==> src/rtl/act_shift_add_mult.sv <==
// -----------------------------------------------------------------------------
// act_shift_add_mult
//
// Sequential unsigned N x N shift-add multiplier. Every internal register is a
// 4:1 mux-select cell (hold / load / shift-accumulate / sync clear) feeding a
// flip-flop. A three-process controller FSM drives the 2-bit select of each
// cell and produces a busy/done handshake toward the next stage.
//
// Ports:
//   CLK    rising-edge clock
//   CLRn   asynchronous active-low reset; aborts any operation in progress
//   start  multiply request, sampled only in IDLE
//   A      multiplicand (N bits, unsigned), captured in LOAD
//   B      multiplier (N bits, unsigned), captured in LOAD
//   busy   high in LOAD and CALC
//   done   one-cycle pulse in DONE
//   P      2N-bit product register, updated only at the edge entering DONE
// -----------------------------------------------------------------------------
module act_shift_add_mult #(
   parameter int unsigned N = 8
) (
   input  logic           CLK,
   input  logic           CLRn,
   input  logic           start,
   input  logic [N-1:0]   A,
   input  logic [N-1:0]   B,
   output logic           busy,
   output logic           done,
   output logic [2*N-1:0] P
);

   localparam int unsigned CntW = $clog2(N);
   localparam logic [CntW-1:0] CntLast = CntW'(N - 1);

   typedef enum logic [1:0] {
      StIdle,
      StLoad,
      StCalc,
      StDone
   } state_e;

   // Select encoding shared by every mux-select register cell.
   typedef enum logic [1:0] {
      ModeHold  = 2'b00,
      ModeLoad  = 2'b01,
      ModeShift = 2'b10,
      ModeClear = 2'b11
   } mode_e;

   state_e state_q, state_d;

   logic [N-1:0]    mc_q, mc_d;
   logic [N:0]      acc_q, acc_d;
   logic [N-1:0]    mq_q, mq_d;
   logic [CntW-1:0] cnt_q, cnt_d;
   logic [2*N-1:0]  p_q, p_d;

   mode_e mc_mode, acc_mode, mq_mode, cnt_mode, p_mode;

   logic [N-1:0]   addend;
   logic [N:0]     sum;
   logic [N:0]     acc_shift;
   logic [N-1:0]   mq_shift;
   logic [2*N-1:0] prod_shift;
   logic           last_iter;

   // ---------------------------------------------------------------------------
   // Datapath: one shift-add iteration
   // ---------------------------------------------------------------------------
   assign last_iter = (cnt_q == CntLast);
   assign addend    = mq_q[0] ? mc_q : '0;
   // ACC[N] is always 0 at the start of an iteration (cleared in LOAD, shifted
   // in as 0), so adding the full ACC equals adding ACC[N-1:0].
   assign sum        = acc_q + {1'b0, addend};
   assign acc_shift  = {1'b0, sum[N:1]};
   assign mq_shift   = {sum[0], mq_q[N-1:1]};
   // Product as it appears after this iteration's shift: {ACC[N-1:0], MQ}.
   assign prod_shift = {sum, mq_q[N-1:1]};

   // ---------------------------------------------------------------------------
   // FSM: state register
   // ---------------------------------------------------------------------------
   always_ff @(posedge CLK or negedge CLRn) begin
      if (!CLRn) begin
         state_q <= StIdle;
      end else begin
         state_q <= state_d;
      end
   end

   // ---------------------------------------------------------------------------
   // FSM: next state
   // ---------------------------------------------------------------------------
   always_comb begin
      state_d = state_q;
      unique case (state_q)
         StIdle:  if (start) state_d = StLoad;
         StLoad:  state_d = StCalc;
         StCalc:  if (last_iter) state_d = StDone;
         StDone:  state_d = StIdle;
         default: state_d = StIdle;
      endcase
   end

   // ---------------------------------------------------------------------------
   // FSM: outputs and register-cell selects
   // ---------------------------------------------------------------------------
   always_comb begin
      mc_mode  = ModeHold;
      acc_mode = ModeHold;
      mq_mode  = ModeHold;
      cnt_mode = ModeHold;
      p_mode   = ModeHold;
      busy     = 1'b0;
      done     = 1'b0;
      unique case (state_q)
         StIdle: begin
         end
         StLoad: begin
            mc_mode  = ModeLoad;
            mq_mode  = ModeLoad;
            acc_mode = ModeClear;
            cnt_mode = ModeClear;
            busy     = 1'b1;
         end
         StCalc: begin
            acc_mode = ModeShift;
            mq_mode  = ModeShift;
            cnt_mode = ModeShift;
            busy     = 1'b1;
            if (last_iter) p_mode = ModeLoad;
         end
         StDone: begin
            done = 1'b1;
         end
         default: begin
         end
      endcase
   end

   // ---------------------------------------------------------------------------
   // Mux-select register cells. Inputs with no use in a given cell hold.
   // ---------------------------------------------------------------------------
   always_comb begin
      mc_d = mc_q;
      unique case (mc_mode)
         ModeHold:  mc_d = mc_q;
         ModeLoad:  mc_d = A;
         ModeShift: mc_d = mc_q;
         ModeClear: mc_d = '0;
         default:   mc_d = mc_q;
      endcase
   end

   always_comb begin
      acc_d = acc_q;
      unique case (acc_mode)
         ModeHold:  acc_d = acc_q;
         ModeLoad:  acc_d = acc_q;
         ModeShift: acc_d = acc_shift;
         ModeClear: acc_d = '0;
         default:   acc_d = acc_q;
      endcase
   end

   always_comb begin
      mq_d = mq_q;
      unique case (mq_mode)
         ModeHold:  mq_d = mq_q;
         ModeLoad:  mq_d = B;
         ModeShift: mq_d = mq_shift;
         ModeClear: mq_d = '0;
         default:   mq_d = mq_q;
      endcase
   end

   always_comb begin
      cnt_d = cnt_q;
      unique case (cnt_mode)
         ModeHold:  cnt_d = cnt_q;
         ModeLoad:  cnt_d = cnt_q;
         ModeShift: cnt_d = cnt_q + CntW'(1);
         ModeClear: cnt_d = '0;
         default:   cnt_d = cnt_q;
      endcase
   end

   always_comb begin
      p_d = p_q;
      unique case (p_mode)
         ModeHold:  p_d = p_q;
         ModeLoad:  p_d = prod_shift;
         ModeShift: p_d = p_q;
         ModeClear: p_d = '0;
         default:   p_d = p_q;
      endcase
   end

   always_ff @(posedge CLK or negedge CLRn) begin
      if (!CLRn) begin
         mc_q  <= '0;
         acc_q <= '0;
         mq_q  <= '0;
         cnt_q <= '0;
         p_q   <= '0;
      end else begin
         mc_q  <= mc_d;
         acc_q <= acc_d;
         mq_q  <= mq_d;
         cnt_q <= cnt_d;
         p_q   <= p_d;
      end
   end

   assign P = p_q;

endmodule
==> config.mk <==
export PLATFORM = sky130hd
export DESIGN_NAME = act_shift_add_mult
export DESIGN_NICKNAME = d
export VERILOG_FILES = /design/src/rtl/act_shift_add_mult.sv
export SDC_FILE = /design/constraint.sdc
export NUM_CORES = 1
export LEC_CHECK = 0
export CAP_MARGIN = 20
export CORE_MARGIN = 3
export CORE_UTILIZATION = 46
export CTS_CLUSTER_DIAMETER = 80
export CTS_CLUSTER_SIZE = 28
export DETAILED_ROUTE_END_ITERATION = 16
export PLACE_DENSITY = 0.7
export SETUP_SLACK_MARGIN = 0.1
export SYNTH_ARGS = -nofsm -noshare
export SYNTH_HDL_FRONTEND = slang
export SYNTH_SLANG_ARGS = --single-unit
==> constraint.sdc <==
create_clock -name CLK -period 2.3 [get_ports CLK]
set_input_delay 0.46 -clock CLK [delete_from_list [all_inputs] [get_ports CLK]]
set_output_delay 0.46 -clock CLK [all_outputs]
set_load 0.05 [all_outputs]
==> flow_summary.yaml <==
cells_and_area:
  fillCellCount: 411
  final_cells: 311
  fin_nets: 282
  synthToLayoutAreaGrowth_pct: 23.6
  antenna_cells: 0
  drive_gt1_share_pct: 14.6
status:
  status: "finished, final reports clean"
synthesis:
  syn_area_sq_um: 2280
  synth_compound_area_share_pct: 15.0
  synth_adder_area_share_pct: 9.67
  synthXorXnorAreaFrac_pct: 1.54
  yosysSeqAreaShare_pct: 49.4
  synth-edff-count: 0
  ys.flop_type: "dfrtp_1"
  synth-simple-area-share_pct: 12.0
  syn-num-nets: 243
  avgSynthCellArea_sq_um: 11.0
  ys_types: 38
  syn_inst: 207
  ys_async_sr_fraction_pct: 100
  yosysWarningCount: 0
  ys_ff_latch: 45
  synth_top_family_by_area: "compound AO/OA/AOI/OAI gates"
  muxShareOfSynthArea_pct: 8.90
timing:
  fmax_ghz: 0.486
  fin_setup_tns_ns: 0
  hold_viol_final: 0
  setup_violations: 0
  post-route-period-util_pct: 89.5
  hold_slack_ns: 0.227
  rsz0062_at_grt: "no"
  slew-limit-headroom_pct: 62.9
  worstMarginPinSlew_ns: 0.556
  slew_violations: 0
  fin_crit_ns: 2.06
  clock_skew_ns: 0.00308
setup_path:
  r2r_start: "mq_q[0]$_DFFE_PN0P_"
  path_cells: "and2_1 > ha_1 > fa_2 > a21o_1 > a21o_2 > xnor2_1 > o21ai_0"
  crit_buf_inv: 0
  cp_max_fo: 9
  worstPathArrival_ns: 2.24
  crit_start: "mq_q[0]$_DFFE_PN0P_"
  crit_family: "adder cells"
  crit_path_end_kind: "flop"
  critical_path_required_ns: 2.48
  worst_setup_path_start_kind: "flop"
  cp_slowest_cell: "dfrtp_2"
  cpPeakStageDelay_ns: 0.44
  crit_type: "flop to flop"
global_route:
  overflow: 0
  antenna_found_initial: 0
  grt_first_pass_wirelength_um: 7890
  grt_usage_pct: 17.1
  grt_pass1_vias: 1661
  grt_max_degree: 46
detailed_routing:
  drt_iter0_drc: 99
  avgRoutedWirePerCell_um: 14.6
  vias: 1654
  via_per_inst: 5.32
  post-route-drc-count: 0
  drt-total-wl_um: 4540
  drtAntennaViolNets: 0
  drtPass1Iterations: 4
floorplanning:
  core_sq_um: 4560
  die_height_um: 76.4
  die_x_um: 76.4
  die_area_sq_um: 5830
  fp-row-count: 24
  io_pins: 37
  initial_core_util_pct: 49.9
place:
  globalplace.congestion: 0.856
  place_hpwl_um: 3380
  numPlacedInstances: 304
  portBuffers: 36
clocking:
  clock_sinks: 45
  numCtsBuffers: 5
  htreeDepth: 2
  postCtsHoldBufs: 0
  clock-root-buffer: "clkbuf_8"
  insertion_delay_ns: 0.30
  cts_buffer_depth: 2
  tritoncts: "done"
  clk_pin_slew_worst_paths_ns: 0.08
job:
  cap_viol_max_count: 0
worst_hold_path:
  hp-class: "primary input to async pin"
routing by layer:
layer,vias to the layer above,wire [um],global-route usage [%]
li1,827,-,-
met1,784,2230,23.5
met2,38,2030,26.2
met3,5,210,4.37
met4,0,70,6.34
met5,-,0,0
stage by stage:
step	utilization [%]	setup slack, ns	instance area (sq um)
after floorplan	-	0.311	2280
after CTS	61.3	0.119	2800
after global routing	61.7	0.128	2820
after global placement	59.5	0.207	2710
final	61.7	0.241	2820
after detailed placement	59.5	0.182	2710
placed cells by master, fill, tap and decap left out, types with 6 or more instances in the layout:
cell type and count:
dfrtp_1 44, mux2_2 18, o21ai_0 8, a21oi_1 8, clkbuf_8 6, nand2_1 12, and2_1 9, clkdlybuf4s50_1 33
ha_1 15, inv_1 10, nor2_1 18
final cells by class:
cell class / instances / area [sq um] / share of cell area (%)
Inverter: 10 / 37.5 / 1.33
Tap cell: 65 / 81.3 / 2.89
Clock buffer: 7 / 86.3 / 3.07
Multi-Input combinational cell: 144 / 1080 / 38.5
Sequential cell: 45 / 1130 / 40.0
Timing Repair Buffer: 40 / 398 / 14.1
synthesized netlist by cell type (2+ instances only):
cell | number | area [sq um]
inv_1 | 10 | 37.5
xor2_1 | 2 | 17.5
nand2_1 | 12 | 45.0
nor2_1 | 18 | 67.6
a22oi_1 | 3 | 22.5
xnor2_1 | 2 | 17.5
nand2b_1 | 3 | 18.8
o31ai_1 | 2 | 15.0
clkbuf_1 | 4 | 15.0
ha_1 | 16 | 200
and2_1 | 9 | 56.3
buf_2 | 3 | 15.0
nand3_1 | 5 | 25.0
a21o_1 | 3 | 22.5
o2bb2ai_1 | 4 | 35.0
a31oi_1 | 4 | 25.0
dfrtp_1 | 45 | 1130
a21oi_1 | 8 | 40.0
o2111ai_1 | 3 | 26.3
mux2_2 | 18 | 203
o21a_1 | 2 | 15.0
nand4_1 | 2 | 12.5
a221oi_1 | 5 | 43.8
nand3b_1 | 3 | 22.5
o21ai_0 | 8 | 40.0
worst reg2reg max path: cells and delay by family (launching register included):
| kind | cells | cell delay, ns |
|---|---|---|
| AND/OR/NAND/NOR | 1 | 0.15 |
| XOR/XNOR | 1 | 0.19 |
| flip-flops | 1 | 0.44 |
| adder cells (fa/ha/maj) | 2 | 0.59 |
| AO/OA/AOI/OAI | 3 | 0.58 |
kinds of logic (layout without fill, tap and decap cells):
group	count (synthesis)	in the layout
flip-flops	45	45
XOR/XNOR	4	4
buffers and inverters	18	57
adder cells (fa/ha/maj)	17	17
AO/OA/AOI/OAI	49	49
AND/OR/NAND/NOR	56	56
multiplexers	18	18
sequential cells by signal, summed over array words and instances, names as in the netlist:
register	count
P	16
acc_q	8
mc_q	8
mq_q	8
cnt_q	3
state_q	2
timing repair:
| item | CTS | global route |
|---|---|---|
| resized for setup | 0 | 5 |
| endpoints found under the setup margin | 0 | 6 |
| buffers inserted | 0 | 0 |
path summary, 6_finish.rpt:
kind                            cells after the start  slack (ns)                endpoint
worst max-delay path                                7        0.24       P[11]$_DFFE_PN0P_
worst min register to register                      2        0.48        P[9]$_DFFE_PN0P_
min in group CLK                                    2        0.48        P[9]$_DFFE_PN0P_
worst max register to register                      7        0.24       P[11]$_DFFE_PN0P_
worst min-delay path                                2        0.23  state_q[0]$_DFFE_PN0P_
max in group asynchronous                           2        1.67     mq_q[0]$_DFFE_PN0P_
Power is not shown: default switching activity piles up to over one toggle a cycle in this logic, so the estimate is an artifact.
